==> src/rtl/tc_rst_seq.sv <==
// tc_rst_seq: filters PLL lock, waits 2^(DEL_W-1) cycles, then releases N_CH resets GAP cycles apart.
// Optional lock-loss event counter on loss_cnt_o when TC_RST_LOSS_CNT_EN is defined.
module tc_rst_seq #(
    parameter int N_CH  = 2,
    parameter int DEL_W = 11,
    parameter int GAP   = 16,
    parameter int FILT  = 4
) (
    input  logic            clki,
    input  logic            rsti_n,
    input  logic            locked_i,
    input  logic            soft_rst_i,
    output logic [N_CH-1:0] rsto,
    output logic            done_o,
    output logic [7:0]      loss_cnt_o
);
    localparam int FW = $clog2(FILT + 1);
    localparam int GW = $clog2(GAP + 1);
    localparam int IW = $clog2(N_CH + 1);
    localparam logic [DEL_W-1:0] DLAST = {1'b0, {(DEL_W-1){1'b1}}};

    typedef enum logic [1:0] {HOLD, DELAY, REL, RUN} state_t;

    state_t            state, state_n;
    logic              lk_m, locked_s;
    logic [FW-1:0]     filt, filt_n;
    logic [DEL_W-1:0]  dcnt, dcnt_n;
    logic [GW-1:0]     gcnt, gcnt_n;
    logic [IW-1:0]     idx, idx_n;
    logic [N_CH-1:0]   rsto_n;
    logic              done_n;

    always_ff @(posedge clki or negedge rsti_n) begin
        if (!rsti_n) begin
            lk_m     <= 1'b0;
            locked_s <= 1'b0;
            state    <= HOLD;
            filt     <= '0;
            dcnt     <= '0;
            gcnt     <= '0;
            idx      <= '0;
            rsto     <= '1;
            done_o   <= 1'b0;
        end else begin
            lk_m     <= locked_i;
            locked_s <= lk_m;
            state    <= state_n;
            filt     <= filt_n;
            dcnt     <= dcnt_n;
            gcnt     <= gcnt_n;
            idx      <= idx_n;
            rsto     <= rsto_n;
            done_o   <= done_n;
        end
    end

    always_comb begin
        state_n = state;
        filt_n  = !locked_s ? '0 : (filt == FW'(FILT)) ? filt : filt + FW'(1);
        dcnt_n  = dcnt;
        gcnt_n  = gcnt;
        idx_n   = idx;
        rsto_n  = rsto;
        done_n  = done_o;
        if (!locked_s || (soft_rst_i && state != HOLD)) begin
            // lock loss outranks soft reset; soft reset skips re-filtering
            state_n = locked_s ? DELAY : HOLD;
            dcnt_n  = '0;
            gcnt_n  = '0;
            idx_n   = '0;
            rsto_n  = '1;
            done_n  = 1'b0;
        end else begin
            case (state)
                HOLD: begin
                    rsto_n = '1;
                    if (filt_n == FW'(FILT)) begin
                        state_n = DELAY;
                        dcnt_n  = '0;
                    end
                end
                DELAY: begin
                    dcnt_n = dcnt + DEL_W'(1);
                    if (dcnt == DLAST) begin
                        rsto_n[0] = 1'b0;
                        gcnt_n    = '0;
                        idx_n     = IW'(1);
                        state_n   = (N_CH == 1) ? RUN : REL;
                        done_n    = (N_CH == 1);
                    end
                end
                REL: begin
                    gcnt_n = gcnt + GW'(1);
                    if (gcnt == GW'(GAP - 1)) begin
                        gcnt_n = '0;
                        rsto_n = rsto & ~(N_CH'(1) << idx);
                        idx_n  = idx + IW'(1);
                        if (idx == IW'(N_CH - 1)) begin
                            state_n = RUN;
                            done_n  = 1'b1;
                        end
                    end
                end
                default: ;
            endcase
        end
    end

`ifdef TC_RST_LOSS_CNT_EN
    logic [7:0] loss;

    // counts only lock losses that abort a sequence or a running system
    always_ff @(posedge clki or negedge rsti_n) begin
        if (!rsti_n)
            loss <= 8'd0;
        else if (!locked_s && state != HOLD && loss != 8'hff)
            loss <= loss + 8'd1;
    end

    assign loss_cnt_o = loss;
`else
    assign loss_cnt_o = 8'd0;
`endif
endmodule
==> config.mk <==
export PLATFORM = sky130hd
export DESIGN_NAME = tc_rst_seq
export DESIGN_NICKNAME = d
export VERILOG_FILES = /design/src/rtl/tc_rst_seq.sv
export SDC_FILE = /design/constraint.sdc
export NUM_CORES = 1
export LEC_CHECK = 0
export CORE_UTILIZATION = 25
export CTS_CLUSTER_SIZE = 14
export DETAILED_ROUTE_END_ITERATION = 8
export RECOVER_POWER = 25
export SYNTH_ARGS = -nofsm -noshare
export SYNTH_HDL_FRONTEND = slang
export SYNTH_SLANG_ARGS = --single-unit
==> constraint.sdc <==
create_clock -name clki -period 3.6 [get_ports clki]
set_input_delay 0.54 -clock clki [delete_from_list [all_inputs] [get_ports clki]]
set_output_delay 0.54 -clock clki [all_outputs]
set_load 0.02 [all_outputs]
==> results.md, run 1 <==
- 1st-iter DRT viols: 66
- Wire length on met3: about 95 um
- Seq/Total Area, Yosys: around two fifths
- Post-CTS Resized: 0
- Die Area: 0.00722 mm2
- CP max FO: 13
- Final Setup Violations: 0
- Final WL: about 3.1 mm
- Global route overflow: 0
- Critical path depth in cells: 7
- Async SR Flop Fraction: 100%
- Comb pwr share: between 30 and 40%
- Vias in the first global route: 1087
- GRT Overall Usage: under 10%
- Clock-pin slew on the worst setup and hold paths: 0.10 ns
- Top post-synthesis cells by area: dfrtp_1 (38%), ha_1 (7.3%), o21ai_0 (5.2%)
- Register bit total from synthesis: 28
- Sw Ratio: 38.4%
- Post-synth top area share: a little under two fifths
- Post-synth EDFFs: 0
- Minimum clock period: 2.32 ns
- Setup repair after global routing missed its margin: false
- Worst path slowest cell: a211oi_2
- Clk network pwr share: a little over a fifth
- # IOs: 15
- Type of the most critical hold path: reg -> reg
- Core area: 0.00649 mm2
- CTS tree: done
- Layout cells sized above 1: slightly below 8%
- Clk Latency, worst-skew pair: 0.28 ns
- CP top delay family: simple AND/OR/NAND/NOR gates
- Ys flop type: dfrtp_1
- Max Transition Viols Final: 29
- Initial antenna violation count: 0
- Routability Congestion: 0.714
- Initial core utilization: about a quarter
- Avg Cell Area, Syn: 9.16 um2
- DP HPWL: between 2 and 2.5 mm
- Reg power frac: about two fifths
- Slew HR: -4.99%
- Worst slack, placed: 1.16 ns
- Internal power: around 0.59 mW
- Crit path launch type: register
- Number of fill cells: slightly below 700
- WS Path Type: reg -> reg
- Clock Sinks: 28
- Via-to-Cell Ratio: around 4.6
- Hold path depth: 0
- Top cell type by total area after synthesis: dfrtp_1
- Root buf cell: clkbuf_8
- P_sw: roughly 0.36 mW
- Reg2Reg Depth: 7
- Ys Warns: 0
- DRC Markers: 0
- CTS buffer count: 3
- Port Buffers: 6
- Final Hold Vio Count: 0
- Post-synth top cells: dfrtp_1 (26), nand2_1 (18), o21ai_0 (18)
- CP cell instances: inv_1 > ha_1 > nand2b_1 > nand2_1 > a211oi_2 > or4_1 > nand3_1
- Met2 WL: 1.30 mm
- Mean routed wirelength per cell: around 12 um
- Req. time, crit path: 3.77 ns
- Final worst-path cycle share: roughly 64%
- First-pass DRT Iterations: 4
- Layout net count: 206
- Synthesized instance count: ~190
- # rows: 29
- Slew @ Worst Pin: approximately 1.6 ns
- Worst path max stage delay: around 0.60 ns
- First-pass GRT wire length: roughly 5.3 mm
- Max cap viols: 1
- Die W: 85.0 um
- Power density cells: slightly above 500 mW/mm2
- Largest net degree at the start of global routing: 29
- Post-CTS Setup Bufs: 0
- Post-CTS Hold Fix Bufs: 0
- Worst Skew: roughly 0.0024 ns
- Multi-input logic area: just over 900 um2
- Sequential Area: 703 um2
- Area growth, synth to finish: 8.79%
- Unique cell type count in the Yosys netlist: 47
- Fmax: between 400 and 500 MHz
- Worst EP arrival: between 2 and 2.5 ns
- Final TNS setup: 0 ns
- Synthesized area: 0.00172 mm2
- N_diodes: 0
- Max IR drop VDD: 0.163 mV
- Top-count cell post-synth: dfrtp_1
- Longest Clk Path Bufs: 2
- DR top layer: met4
- Met1 wire length: between 1.5 and 2 mm
- Vias: approximately 1200
- Failing checks: max-capacitance violations, max-slew violations
- Leak Pwr: 0.801 nW
- Post-route ant nets: 0
- Worst Setup End Kind: register
- Crit path buf inv count: 1
- Die Ht: 85.0 um
- Final setup margin: around 1.3 ns
- H-tree depth: 1
- Status: complete, but fails checks
-- metrics by stage --
step / power, mW / instances / hold WS [ns] / util, % / cell area [um2]
floorplan: 0.686 / 195 / 0.244 / - / 1750
global placement: 0.757 / 264 / 0.333 / 28.0 / 1820
detailed placement: 0.759 / 264 / 0.342 / 28.0 / 1820
CTS: 0.966 / 268 / 0.367 / 28.9 / 1880
global route: 1.02 / 268 / 0.387 / 28.8 / 1870
finish: 0.950 / 268 / 0.363 / 28.8 / 1870
-- worst register-to-register path: cells and delay by family (launching register included) --
kind	cells	cell delay, ns
adders and majority gates	1	0.29
AOI/OAI and AO/OA	1	0.61
and+or+nand+nor	4	0.78
buffers and inverters	1	0.11
DFF	1	0.42
-- kinds of logic after synthesis --
| logic type | count (synthesis) | synth area share [%] |
|---|---|---|
| xor gates and xnor gates | 5 | 2.54 |
| adders and majority gates | 10 | 7.27 |
| buffers and inverters | 27 | 7.85 |
| and+or+nand+nor | 79 | 27.0 |
| AOI/OAI and AO/OA | 36 | 13.2 |
| other | 1 | 0.218 |
| DFF | 28 | 40.8 |
| muxes | 2 | 1.16 |
-- state kept, by name, indices dropped and copies added (netlist names), 2 cells and up --
signal,count
gcnt,5
state,2
filt,3
dcnt,11
idx,2
rsto,2
-- power groups by stage --
stage,registers (mW),logic (mW),clock network [mW]
CTS,0.382,0.374,0.211
global route,0.388,0.412,0.224
global placement,0.385,0.372,0
detailed placement,0.387,0.372,0
floorplan,0.384,0.302,0
finish,0.382,0.368,0.200
-- final timing paths --
check,startpoint,to,slack [ns]
worst max-delay path,state[0],gcnt[3],1.28
worst min-delay path,lk_m,locked_s,0.36
worst max register to register,state[0],gcnt[3],1.28
worst min register to register,lk_m,locked_s,0.36
max in group asynchronous,rsti_n,dcnt[5],1.51
min in group asynchronous,rsti_n,gcnt[1],1.18
-- per-layer routing --
layer | up-vias | global-route usage (%)
met5 | - | 0
met4 | 0 | 2.31
met3 | 2 | 2.92
met2 | 17 | 13.5
met1 | 573 | 13.6
li1 | 649 | -
-- layout make-up --
class | count | share of cell area [%]
Multi-Input combinational cell | 140 | 48.6
Sequential cell | 28 | 37.5
Tap cell | 77 | 5.14
Timing Repair Buffer | 7 | 3.41
Clock buffer | 4 | 2.94
Inverter | 12 | 2.40
-- layout by cell type, fill, tap and decap left out, types with 2 or more instances in the layout --
master,n
a21o_1,2
nand2b_1,2
nand3b_1,2
mux2i_1,2
and3_1,2
clkdlybuf4s50_1,4
or2_2,2
dlygate4sd3_1,2
a21oi_1,3
nand3_1,12
conb_1,8
or3_1,2
nand4b_1,2
inv_1,12
ha_1,10
dfrtp_1,26
a31oi_1,2
xnor2_1,4
nor2_1,14
clkbuf_8,4
nor4_1,4
o21a_1,2
a2bb2oi_1,3
dfstp_2,2
nand2_1,18
nor3_1,6
or4_1,2
o21ai_0,18
Note: power is estimated with default switching activity, not from simulation.
==> run 2: changes to the inputs <==
- clock period: 3.6 -> 2.3 ns (I/O delays scaled with it)
==> run 2 against run 1 <==
The run still ends with max-capacitance violations, max-slew violations left. Clock power increased by 97%. Via count increased by 5.7%. Largest cell class unchanged. Sequential share of layout area decreased by 1.3 points. Global-route usage increased by 0.35 points. Largest power group is now combinational cells. Critical endpoint is now state[0].
==> results.md, run 2 (same netlist as run 1, synthesis figures left out) <==
- Status: complete, but fails checks
- Failing checks: max-capacitance violations, max-slew violations
- Largest net degree at the start of global routing: 29 (unchanged)
- Number of fill cells: 670 (-0.45%)
- First-pass DRT Iterations: 4 (unchanged)
- Clk network pwr share: 23.8% (+2.8 points)
- Placed insts: 269 (+1.9%)
- Max IR drop VDD: 0.235 mV (+44%)
- Placed cell area: 0.00186 mm2 (+2.1%)
- Hold path startpoint: lk_m
- CP max FO: 8 (-5)
- CTS tree: done
- WS Path Type: reg -> reg
- R2R Path End: state[0]
- Reg power frac: 36.0% (-4.2 points)
- Comb pwr share: 40.2% (+1.5 points)
- Vias in the first global route: 1207 (+11%)
- N_diodes: 0 (unchanged)
- First-pass GRT wire length: 5.78 mm (+8.8%)
- Post-CTS Hold Fix Bufs: 0 (unchanged)
- Layout net count: 212 (+2.9%)
- Vias: 1312 (+5.7%)
- Slew HR: -1.64% (+3.4 points)
- Max Transition Viols Final: 29 (unchanged)
- 1st-iter DRT viols: 83 (+26%)
- Internal power: 1.06 mW (+81%)
- Top flop regs: dcnt (11), gcnt (5), filt (3)
- Crit path launch type: register
- Final Setup Violations: 0 (unchanged)
- Commonest non-fill, non-tap cell in the layout: dfrtp_1
- Global route overflow: 0 (unchanged)
- H-tree depth: 1 (unchanged)
- Power density cells: 851 mW/mm2 (+68%)
- Hold path endpoint: locked_s
- Worst Setup End Kind: register
- Post-route insts no fill: 274 (+2.2%)
- Worst reg2reg path startpoint: state[0]
- Max cap viols: 1 (unchanged)
- Longest Clk Path Bufs: 2 (unchanged)
- Post-route ant nets: 0 (unchanged)
- Clock Sinks: 28 (unchanged)
- Die Area: 0.00722 mm2 (unchanged)
- Mean routed wirelength per cell: 11.8 um (+1.5%)
- Hold path depth: 0 (unchanged)
- Reg2Reg Depth: 8 (+1)
- Final TNS setup: 0 ns (unchanged)
- Final Hold Vio Count: 0 (unchanged)
- Initial core utilization: 26.5% (unchanged)
- Final worst-path cycle share: 90.7% (+26 points)
- GRT Overall Usage: 9.72% (+0.35 points)
- Max reg flops: 11 (unchanged)
- Routability Congestion: 0.800 (+12%)
- Core area: 0.00649 mm2 (unchanged)
- Sw Ratio: 35.9% (-2.5 points)
- Worst EP arrival: 2.25 ns (-0.24 ns)
- Grt met3 use: 1.85% (-1.1 points)
- Met2 usage: 13.6% (+0.15 points)
- Type of the most critical hold path: reg -> reg
- Minimum clock period: 2.09 ns (-0.231 ns)
- Sequential Area: 703 um2 (unchanged)
- Final Power: 1.65 mW (+74%)
- Worst Skew: 0.00511 ns (+0.00273 ns)
- Req. time, crit path: 2.46 ns (-1.31 ns)
- Clk Latency, worst-skew pair: 0.27 ns (about the same)
- Commonest non-fill, non-tap cells in the layout: dfrtp_1 (26), nand2_1 (18), o21ai_0 (18), nor2_1 (14), inv_1 (12)
- Final WL: 3.23 mm (+3.7%)
- Fmax: 479 MHz (+11%)
- Root buf cell: clkbuf_8
- Initial antenna violation count: 0 (unchanged)
- Die W: 85.0 um (unchanged)
- Slew @ Worst Pin: 1.52 ns (-0.0503 ns)
- Leak Pwr: 0.838 nW (+4.6%)
- CTS buffer count: 3 (unchanged)
- Setup repair after global routing missed its margin: false
- Biggest register: dcnt
- DP HPWL: 2.35 mm (+7.4%)
- # IOs: 15 (unchanged)
- Reg-to-reg setup timing slack: 0.21 ns (-1.07 ns)
- Non-Filler Cell Area, Final: 0.00194 mm2 (+3.7%)
- Die Ht: 85.0 um (unchanged)
- Via-to-Cell Ratio: 4.79 (+3.4%)
- Area growth, synth to finish: 12.8%
- Fin util: 29.9% (+1.1 points)
- DRC Markers: 0 (unchanged)
- Multi-input logic area: 917 um2 (+0.83%)
- Port Buffers: 6 (unchanged)
- Layout cells sized above 1: 11.7% (+3.8 points)
- Clock-pin slew on the worst setup and hold paths: 0.10 ns (about the same)
- Busiest grt layer: met1
- # rows: 29 (unchanged)
- P_sw: 0.593 mW (+63%)
- GR Util met1: 15.3% (+1.8 points)
==> run 2: cell types whose count changed in the layout (fill, tap and decap cells not counted), sizes merged <==
cell           before  now
buf                 0    6
bufinv              0    1
clkbuf              5    4
clkdlybuf4s50       4    5
dlygate4sd3         2    1
==> run 2: worst max path at each step <==
stage	start	end	cells after the start	slack (ns)
6_report	state[0]	state[0]	8	0.21
4_1_cts	state[0]	state[0]	7	0.19
5_1_grt	rsti_n	filt[1]	2	0.05
3_3_place_gp	soft_rst_i	state[1]	6	0.17
3_5_place_dp	soft_rst_i	state[0]	6	0.19
2_1_floorplan	filt[0]	dcnt[4]	8	0.35
==> run 2: cell type report <==
cell class	instances	area share, %
clock buffer	3	2.13
clock inverter	1	1.55
inverter	12	2.32
multi-input combinational	140	47.2
sequential	28	36.2
tap	77	4.96
timing repair buffer	13	5.61
==> run 2: worst max-delay path, cell delays in order (launching register included) <==
cell	delay, ns
dfrtp_1	0.40
inv_1	0.09
ha_1	0.27
nand2b_2	0.27
a31o_2	0.25
a2bb2oi_1	0.29
o211ai_1	0.14
buf_4	0.17
mux2i_1	0.11
==> run 2: power by group through the flow <==
stage	Combinational [mW]	Clock, mW	Sequential, mW
final	0.665	0.393	0.596
after floorplan	0.472	0	0.601
after global placement	0.631	0	0.601
after global routing	0.756	0.426	0.605
after CTS	0.641	0.401	0.596
after detailed placement	0.638	0	0.606
==> run 2: layer usage <==
| layer | wire length [um] | share of wire [%] |
|---|---|---|
| met5 | 0 | 0 |
| met4 | 22 | 0.68 |
| met3 | 93 | 2.9 |
| met2 | 1330 | 41 |
| met1 | 1790 | 55 |
==> run 2: what timing repair did <==
action | in CTS | in global routing
setup buffers | 0 | 1
setup endpoints to repair | 0 | 4
gates resized for setup | 0 | 2
==> run 2: stage by stage <==
stage	hold WS [ns]	setup slack (ns)
6_report	0.360	0.214
3_5_place_dp	0.338	0.191
5_1_grt	0.368	0.0499
3_3_place_gp	0.333	0.174
2_1_floorplan	0.0494	0.347
4_1_cts	0.363	0.193
==> run 3: changes to the inputs <==
- CAP_MARGIN: default -> 20
==> results of run 3 <==
The final DEF is identical to that of run 2; final timing and power are the same.
